File: config.mk
export PLATFORM = sky130hd
export DESIGN_NAME = point_fb_writer_flat
export DESIGN_NICKNAME = d
export VERILOG_FILES = /design/src/rtl/point_fb_writer_if.sv /design/src/rtl/point_fb_writer.sv /design/src/flat_wrapper.sv
export SDC_FILE = /design/constraint.sdc
export NUM_CORES = 1
export LEC_CHECK = 0
export CORE_AREA = 4 4 204 206
export DETAILED_ROUTE_END_ITERATION = 10
export DIE_AREA = 0 0 208 210
export GPL_TIMING_DRIVEN = 0
export PLACE_DENSITY = 0.72
export SLEW_MARGIN = 20
export SYNTH_ARGS = -nofsm -noshare
export SYNTH_HDL_FRONTEND = slang
export SYNTH_SLANG_ARGS = --single-unit
File: constraint.sdc
create_clock -name i_clk -period 5 [get_ports i_clk]
set_input_delay 0.75 -clock i_clk [delete_from_list [all_inputs] [get_ports i_clk]]
set_output_delay 0.75 -clock i_clk [all_outputs]
set_load 0.03 [all_outputs]
File: src/rtl/point_fb_writer_if.sv
// Point-stream / framebuffer-port bundle for point_fb_writer.
// The master side drives points and memory ready; the slave side is the writer.
interface point_fb_writer_if #(
  parameter int COLOR_W = 16,
  parameter int ADDR_W  = 19
);
  logic               i_write;
  logic [31:0]        i_point;
  logic               i_done;
  logic [COLOR_W-1:0] i_color;
  logic               i_clear;
  logic               o_mem_we;
  logic [ADDR_W-1:0]  o_mem_addr;
  logic [COLOR_W-1:0] o_mem_data;
  logic               i_mem_ready;
  logic               o_flushed;
  logic               o_overflow;
  logic [31:0]        o_pix_count;
  logic [15:0]        o_drop_count;

  modport master (
    output i_write, i_point, i_done, i_color, i_clear, i_mem_ready,
    input  o_mem_we, o_mem_addr, o_mem_data, o_flushed, o_overflow,
           o_pix_count, o_drop_count
  );

  modport slave (
    input  i_write, i_point, i_done, i_color, i_clear, i_mem_ready,
    output o_mem_we, o_mem_addr, o_mem_data, o_flushed, o_overflow,
           o_pix_count, o_drop_count
  );
endinterface

File: src/rtl/point_fb_writer.sv
// Buffers {y,x} points with their colour and writes one colour word per
// in-bounds point to framebuffer memory over a we/ready handshake.
module point_fb_writer #(
  parameter int SCREEN_WIDTH  = 640,
  parameter int SCREEN_HEIGHT = 480,
  parameter int COLOR_W       = 16,
  parameter int ADDR_W        = 19,
  parameter int FIFO_DEPTH    = 8
) (
  input logic              i_clk,
  input logic              i_rst_n,
  point_fb_writer_if.slave bus
);

  localparam int IDX_W   = $clog2(FIFO_DEPTH);
  localparam int ENTRY_W = 32 + COLOR_W;
  localparam logic [16:0] WIDTH_LIM  = 17'(SCREEN_WIDTH);
  localparam logic [16:0] HEIGHT_LIM = 17'(SCREEN_HEIGHT);
  localparam logic [31:0] ROW_STRIDE = 32'(SCREEN_WIDTH);
  localparam logic [IDX_W:0] PTR_ONE = (IDX_W+1)'(1);

  typedef enum logic [0:0] {
    IDLE  = 1'b0,
    WRITE = 1'b1
  } state_t;

  state_t             state;
  logic [ENTRY_W-1:0] fifo_mem [FIFO_DEPTH];
  logic [IDX_W:0]     wr_ptr;
  logic [IDX_W:0]     rd_ptr;
  logic [IDX_W-1:0]   wr_idx;
  logic [IDX_W-1:0]   rd_idx;
  logic               empty;
  logic               full;
  logic               pop;
  logic               push;
  logic               head_ok;
  logic [15:0]        head_x;
  logic [15:0]        head_y;
  logic [COLOR_W-1:0] head_color;

  logic               mem_we;
  logic [ADDR_W-1:0]  mem_addr;
  logic [COLOR_W-1:0] mem_data;
  logic               overflow;
  logic [31:0]        pix_count;
  logic [15:0]        drop_count;

  function automatic logic [ADDR_W-1:0] pixel_addr(input logic [15:0] x, input logic [15:0] y);
    logic [31:0] lin;
    lin = {16'd0, y} * ROW_STRIDE + {16'd0, x};
    return ADDR_W'(lin);
  endfunction

  function automatic logic in_bounds(input logic [15:0] x, input logic [15:0] y);
    return ({1'b0, x} < WIDTH_LIM) && ({1'b0, y} < HEIGHT_LIM);
  endfunction

  // Extra pointer bit distinguishes full from empty when the indices match.
  assign wr_idx  = wr_ptr[IDX_W-1:0];
  assign rd_idx  = rd_ptr[IDX_W-1:0];
  assign empty   = (wr_ptr == rd_ptr);
  assign full    = (wr_idx == rd_idx) && (wr_ptr[IDX_W] != rd_ptr[IDX_W]);
  assign {head_y, head_x, head_color} = fifo_mem[rd_idx];
  assign head_ok = in_bounds(head_x, head_y);

  // Pop decision: IDLE pops any head (load or drop); WRITE only chains an in-bounds head.
  always_comb begin
    pop = 1'b0;
    case (state)
      IDLE:    pop = !empty;
      WRITE:   pop = bus.i_mem_ready && !empty && head_ok;
      default: pop = 1'b0;
    endcase
  end

  // A full FIFO still takes a push when the head leaves on the same edge.
  assign push = bus.i_write && (!full || pop);

  // Point storage; contents are don't-care until the pointers say otherwise.
  always_ff @(posedge i_clk) begin
    if (push) begin
      fifo_mem[wr_idx] <= {bus.i_point, bus.i_color};
    end
  end

  // FIFO pointers and write-port FSM.
  always_ff @(posedge i_clk) begin
    if (!i_rst_n) begin
      wr_ptr   <= '0;
      rd_ptr   <= '0;
      state    <= IDLE;
      mem_we   <= 1'b0;
      mem_addr <= '0;
      mem_data <= '0;
    end else begin
      if (push) begin
        wr_ptr <= wr_ptr + PTR_ONE;
      end
      if (pop) begin
        rd_ptr <= rd_ptr + PTR_ONE;
      end
      case (state)
        IDLE: begin
          if (!empty && head_ok) begin
            mem_addr <= pixel_addr(head_x, head_y);
            mem_data <= head_color;
            mem_we   <= 1'b1;
            state    <= WRITE;
          end
        end
        WRITE: begin
          if (bus.i_mem_ready) begin
            if (!empty && head_ok) begin
              mem_addr <= pixel_addr(head_x, head_y);
              mem_data <= head_color;
            end else begin
              mem_we <= 1'b0;
              state  <= IDLE;
            end
          end
        end
        default: begin
          mem_we <= 1'b0;
          state  <= IDLE;
        end
      endcase
    end
  end

  // Status counters; a clear beats any increment on the same edge.
  always_ff @(posedge i_clk) begin
    if (!i_rst_n) begin
      overflow   <= 1'b0;
      pix_count  <= 32'd0;
      drop_count <= 16'd0;
    end else if (bus.i_clear) begin
      overflow   <= 1'b0;
      pix_count  <= 32'd0;
      drop_count <= 16'd0;
    end else begin
      if (state == WRITE && bus.i_mem_ready) begin
        pix_count <= pix_count + 32'd1;
      end
      if (state == IDLE && !empty && !head_ok && drop_count != 16'hFFFF) begin
        drop_count <= drop_count + 16'd1;
      end
      if (bus.i_write && full && !pop) begin
        overflow <= 1'b1;
      end
    end
  end

  assign bus.o_mem_we     = mem_we;
  assign bus.o_mem_addr   = mem_addr;
  assign bus.o_mem_data   = mem_data;
  assign bus.o_overflow   = overflow;
  assign bus.o_pix_count  = pix_count;
  assign bus.o_drop_count = drop_count;
  assign bus.o_flushed    = bus.i_done && empty && (state == IDLE);

endmodule

File: src/flat_wrapper.sv
// flat-port wrapper written by rule: the top's interface ports become plain ports
module point_fb_writer_flat 
#(
  parameter int SCREEN_WIDTH  = 640,
  parameter int SCREEN_HEIGHT = 480,
  parameter int COLOR_W       = 16,
  parameter int ADDR_W        = 19,
  parameter int FIFO_DEPTH    = 8
)
  (i_clk, i_rst_n, bus_i_write, bus_i_point, bus_i_done, bus_i_color, bus_i_clear, bus_i_mem_ready, bus_o_mem_we, bus_o_mem_addr, bus_o_mem_data, bus_o_flushed, bus_o_overflow, bus_o_pix_count, bus_o_drop_count);
  point_fb_writer_if #(.COLOR_W(COLOR_W), .ADDR_W(ADDR_W)) bus_i ();
  input logic i_clk;
  input logic i_rst_n;
  input wire logic [$bits(bus_i.i_write)-1:0] bus_i_write;
  input wire logic [$bits(bus_i.i_point)-1:0] bus_i_point;
  input wire logic [$bits(bus_i.i_done)-1:0] bus_i_done;
  input wire logic [$bits(bus_i.i_color)-1:0] bus_i_color;
  input wire logic [$bits(bus_i.i_clear)-1:0] bus_i_clear;
  input wire logic [$bits(bus_i.i_mem_ready)-1:0] bus_i_mem_ready;
  output wire logic [$bits(bus_i.o_mem_we)-1:0] bus_o_mem_we;
  output wire logic [$bits(bus_i.o_mem_addr)-1:0] bus_o_mem_addr;
  output wire logic [$bits(bus_i.o_mem_data)-1:0] bus_o_mem_data;
  output wire logic [$bits(bus_i.o_flushed)-1:0] bus_o_flushed;
  output wire logic [$bits(bus_i.o_overflow)-1:0] bus_o_overflow;
  output wire logic [$bits(bus_i.o_pix_count)-1:0] bus_o_pix_count;
  output wire logic [$bits(bus_i.o_drop_count)-1:0] bus_o_drop_count;
  assign bus_i.i_write = bus_i_write;
  assign bus_i.i_point = bus_i_point;
  assign bus_i.i_done = bus_i_done;
  assign bus_i.i_color = bus_i_color;
  assign bus_i.i_clear = bus_i_clear;
  assign bus_i.i_mem_ready = bus_i_mem_ready;
  assign bus_o_mem_we = bus_i.o_mem_we;
  assign bus_o_mem_addr = bus_i.o_mem_addr;
  assign bus_o_mem_data = bus_i.o_mem_data;
  assign bus_o_flushed = bus_i.o_flushed;
  assign bus_o_overflow = bus_i.o_overflow;
  assign bus_o_pix_count = bus_i.o_pix_count;
  assign bus_o_drop_count = bus_i.o_drop_count;
  point_fb_writer #(.SCREEN_WIDTH(SCREEN_WIDTH), .SCREEN_HEIGHT(SCREEN_HEIGHT), .COLOR_W(COLOR_W), .ADDR_W(ADDR_W), .FIFO_DEPTH(FIFO_DEPTH)) u_core (.i_clk(i_clk), .i_rst_n(i_rst_n), .bus(bus_i));
endmodule
* Word-level counts from Yosys, hierarchy flattened
Memory sizes are Yosys's and may differ from the RTL's. A register that Yosys moved wholly into a read port is not among the register bits.
Index checks and enable logic that the tools add are counted.
** Word-level totals
- Output and inout port bits :: 86
- Register bits :: 94
- RAM bits :: 384
- Bits of input ports :: 54
- Memories :: 1
** Memories
- u_core.fifo_mem :: words 8, bits a word 48, read ports 1, clocked after Yosys merged registers in 1, write ports 1, line point_fb_writer.sv:28 : logic [ENTRY_W-1:0] fifo_mem [FIFO_DEPTH];
** Operators by class
- Muxes and demuxes :: 18
- Bitwise logic cells :: 2
- Multiply operators :: 1
- Reductions and logical operators :: 21
- Magnitude comparators :: 2
- $add $sub $neg :: 5
- Equal/unequal tests :: 7
** Operators by type and width (count)
- 19-bit two-way mux :: 2
- 19-bit one-hot mux with 2 select lines :: 1
- 32-bit by 1-bit adder with 32-bit output, second input constant :: 1
- 16-bit two-way mux :: 2
- 16-bit one-hot mux with 2 select lines :: 1
- 19-bit by 16-bit adder with 19-bit output :: 1
- 16-bit by 1-bit adder with 16-bit output, second input constant :: 1
- 16-bit by 10-bit less-than comparator with 1-bit output, second input constant :: 1
- 16-bit by 9-bit less-than comparator with 1-bit output, second input constant :: 1
- 16-bit by 3-bit multiplier with 12-bit output, second input constant :: 1
- 16-bit inequality test, second input constant :: 1
- 1-bit logical AND :: 14
- 4-bit by 1-bit adder with 4-bit output, second input constant :: 2
- 1-bit two-way mux :: 7
- 3-bit two-way mux :: 2
- 1-bit one-hot mux with 2 select lines :: 3
- 4-bit == test :: 1
- 1-bit zero test :: 4
- 2-bit inequality test, second input constant :: 2
- 3-bit == test :: 1
- 3-bit AND reduction :: 1
- 2-bit by 1-bit inequality test with 1-bit output, second input constant :: 1
- 1-bit NOT :: 2
- 2-bit OR reduction :: 1
- other kinds (2) :: 2

* Longest topological paths before layout
- Word-level depth :: 9
- Mapped depth :: 21
- Mapped depth without buffers :: 16

* Worst setup path after synthesis
No wires, ideal clock.
- Path type :: register to register
- Start :: register (tool-made name)
- End :: memory u_core.fifo_mem[7][0] (netlist name) (enable)
- Buffers on the path :: 4
- Library setup time :: 0.473 ns
- Path slack :: -0.390 ns
- Data required time :: 4.527 ns
- Arrival :: 4.917 ns
- Cell stages (with the launch flop) :: 11
- Period minus slack after synthesis :: 5.390 ns
- Cells stage by stage :: dfxtp_1 -> buf_6 -> buf_6 -> buf_4 -> mux4_2 -> or3_1 -> o2111ai_1 -> o211ai_1 -> o31a_1 -> buf_2 -> a21oi_1
** RTL lines (line)
- end, declared :: point_fb_writer.sv:28

==> results_dict.tcl <==
set metrics [dict create \
    fillers 2948 \
    drt-vias-per-instance 5.82 \
    maxSlewViolCount 0 \
    rsz0062_at_grt "false" \
    outcome "finished, final reports clean" \
    synth_nets 1267 \
    grt_max_degree 38 \
    clkPwrFrac_pct 30.6 \
    area_growth_syn_to_layout_pct 20.6 \
    ys_warn_count 0 \
    max_stage_delay_ns 0.46 \
    dieWidth_um 208 \
    slowest_stage "dfxtp_2" \
    first_pass_iters 5 \
    end_kind "flip-flop" \
    gp_routability_congestion 0.865 \
    fin_crit_sh_pct 96.7 \
    clk_latency_ns 0.58 \
    sw_frac_of_total_pct 29.7 \
    hold_depth 2 \
    max_cap_viol_count 0 \
    combPwrFrac_pct 32.0 \
    wl_per_cell_um 22.5 \
    synth_cell_types 61 \
    period_needed_ns 4.84 \
    cts_root_buffer "clkbuf_16" \
    clk_pin_slew_ns 0.06 \
    grt_overflow 0 \
    leakagePower_nw 7.67 \
    ys_seq_area_share_pct 68.6 \
    grt_usage_pct 19.9 \
    core_area_mm2 0.0396 \
    whs_ns 0.474 \
    detail-route-antenna-nets 0 \
    p_per_area_mw_per_mm2 504 \
    ios 140 \
    cts_hold_buf 0 \
    seqCellArea_mm2 0.0135 \
    ir_worst_vdd_mv 0.520 \
    cts_buffers 49 \
    cts_setup_buffers 0 \
    cts_sinks 481 \
    cts_tree "built" \
    drc 0 \
    r2r_cells 18 \
    wl_um 43700 \
    synthTopCellsByArea "edfxtp_1 59%, mux4_2 10%, dfxtp_1 9.9%, mux2i_1 2.0%, ha_1 2.0%" \
    ctsHtreeMaxLevel 2 \
    top_layer "met5" \
    synth_top_flop_cell "edfxtp_1" \
    wl_met2_um 21000 \
    multiInputGateArea_mm2 0.00591 \
    synth-edff-count 384 \
    diodes 0 \
    worstPathCellList "buf_2, clkbuf_4, inv_1, clkbuf_4, nand2_1, and2_1, inv_1, ha_1, ha_1, fa_1, ha_1, o21a_1, o31a_1, o311a_1, o211ai_1, a21boi_0, xnor2_1, a211oi_2" \
    dieArea_mm2 0.0437 \
    final_util_pct 59.7 \
    cp.arrival_ns 5.25 \
    p_int_mw 8.39 \
    clock_skew_ns 0.0236 \
    synth_area_mm2 0.0196 \
    grt_pass1_wl_um 67300 \
    worst_pin_slew_ns 0.987 \
    hold_viol_final 0 \
    synth_seq_cells 481 \
    cp_common_cell "ha_1" \
    synth_top_area_cell "edfxtp_1" \
    first_iter_violations 1006 \
    avgSynthCellArea_um2 16.6 \
    numPortBuffers 139 \
    dp_hpwl_um 28600 \
    wl_met1_um 18800 \
    routed-wl-met3_um 2930 \
    p_sw_mw 3.55 \
    start_util_pct 49.6 \
    cp_data_required_time_ns 5.42 \
    hold_class "flip-flop to flip-flop" \
    grt_pass1_vias 11400 \
    fmax_mhz 207 \
    crit_type "flip-flop to flip-flop" \
    setup_viol 0 \
    ys_async_sr_fraction_pct 0 \
    drive_gt1_share_pct 19.8 \
    max_slew_margin_pct 34.2 \
    synth_cells 1180 \
    cts_max_path_buffers 3 \
    total_power_mw 11.9 \
    cp_max_fo 19 \
    fp-row-count 73 \
    yosys.area.top_type_share_pct 58.7 \
    crit_path_start_kind "flip-flop" \
    fin_nets 1465 \
    dieHeight_um 210 \
    routed-via-count 11300 \
    grt_antenna_before_repair 1 \
    seqPwrFrac_pct 37.3 \
]
==> stage by stage <==
| stage | worst slack, ns | cell area (um^2) | TNS [ns] | instances |
|---|---|---|---|---|
| after global routing | 0.000334 | 23700 | 0 | 1942 |
| after CTS | 0.0354 | 23600 | 0 | 1941 |
| final | 0.163 | 23700 | 0 | 1942 |
| after detailed placement | -1.26 | 22000 | -7.54 | 1854 |
| after floorplan | 0.134 | 19700 | 0 | 1180 |
| after global placement | -1.57 | 21700 | -467.34 | 1844 |
==> critical path: cells and delay by family (launching register included) <==
kind	cells	cell delay, ns
fa+ha+maj	4	1.31
buf+inv	5	1.16
compound gates	6	1.10
flops	1	0.46
simple gates	2	0.33
xor+xnor	1	0.30
==> synthesized netlist by cell type (25+ instances only) <==
master / n
nand2_1: 53
xnor2_1: 26
a211oi_2: 25
a21oi_1: 31
mux4_2: 89
ha_1: 31
nor2_2: 25
mux2i_1: 39
edfxtp_1: 384
dfxtp_1: 97
clkbuf_1: 27
nor2_1: 67
==> flip-flops by register name, summed over array words and instances (netlist names), named ones only <==
signal	flops
u_core.fifo_mem	384
u_core.bus.o_pix_count	32
u_core.bus.o_mem_addr	19
u_core.bus.o_drop_count	16
u_core.bus.o_mem_data	16
u_core.rd_ptr	4
u_core.wr_ptr	4
u_core.bus.o_mem_we	1
u_core.bus.o_overflow	1
u_core.state	1
==> what timing repair did <==
| action | 4_1_cts | 5_1_grt |
|---|---|---|
| setup endpoints to repair | 8 | 3 |
| pin swaps | 1 | 1 |
| gates resized for setup | 30 | 14 |
==> kinds of logic after synthesis <==
kind of cell,count (synthesis),synth area share (%)
AOI/OAI and AO/OA,116,4.52
xor gates and xnor gates,49,2.18
adders and majority gates,33,2.18
buffers and inverters,68,1.59
DFF,481,68.6
muxes,142,13.0
and+or+nand+nor,291,7.95
==> cell type report <==
type                    instances  area share, %
flip-flops and latches        481           56.9
multi-input cells             631           24.9
repair buffers                150           6.89
clock buffers                  72           6.06
well taps                     525           2.77
plain buffers                  50           1.38
clock inverters                18          0.814
inverters                      15          0.238
==> power by group through the flow <==
stage               sequential [mW]  clock (mW)  combinational [mW]
detailed placement             4.54           0                3.71
global placement               4.54           0                3.63
finish                         4.46        3.66                3.82
global route                   4.46        3.90                4.22
CTS                            4.46        3.72                3.77
floorplan                      4.54           0                2.85
==> metal layers <==
layer,vias to the layer above,GRT usage (%)
li1,5052,-
met1,5789,27.9
met2,381,32.5
met3,75,3.57
met4,2,5.82
met5,-,0
==> placed cells by master (no fill, tap or decap), drive strengths merged, types with 4 or more instances in the layout <==
cell type        n
clkbuf          97
nor4            12
o21ai           20
xnor2           26
inv             16
mux2i           39
or4             15
dfxtp           97
nand3           21
or3             18
mux4            89
nor3            23
nand2b           6
o211ai           9
a21o             4
clkinv          12
and2             6
a211oi          27
and3             9
nor2            92
xor2            23
nand2           53
nand4           15
edfxtp         384
buf             36
a21oi           31
mux2            14
clkdlybuf4s50  139
ha              31
bufinv           4
==> worst paths after layout <==
check,startpoint,endpoint,slack (ns)
max reg2reg,flip-flop,u_core.bus.o_mem_addr[17],0.16
min reg2reg,u_core.bus.o_mem_addr[18],u_core.bus.o_mem_addr[18],0.47
max,flip-flop,u_core.bus.o_mem_addr[17],0.16
min,u_core.bus.o_mem_addr[18],u_core.bus.o_mem_addr[18],0.47
Note: power is estimated with default switching activity, not from simulation.
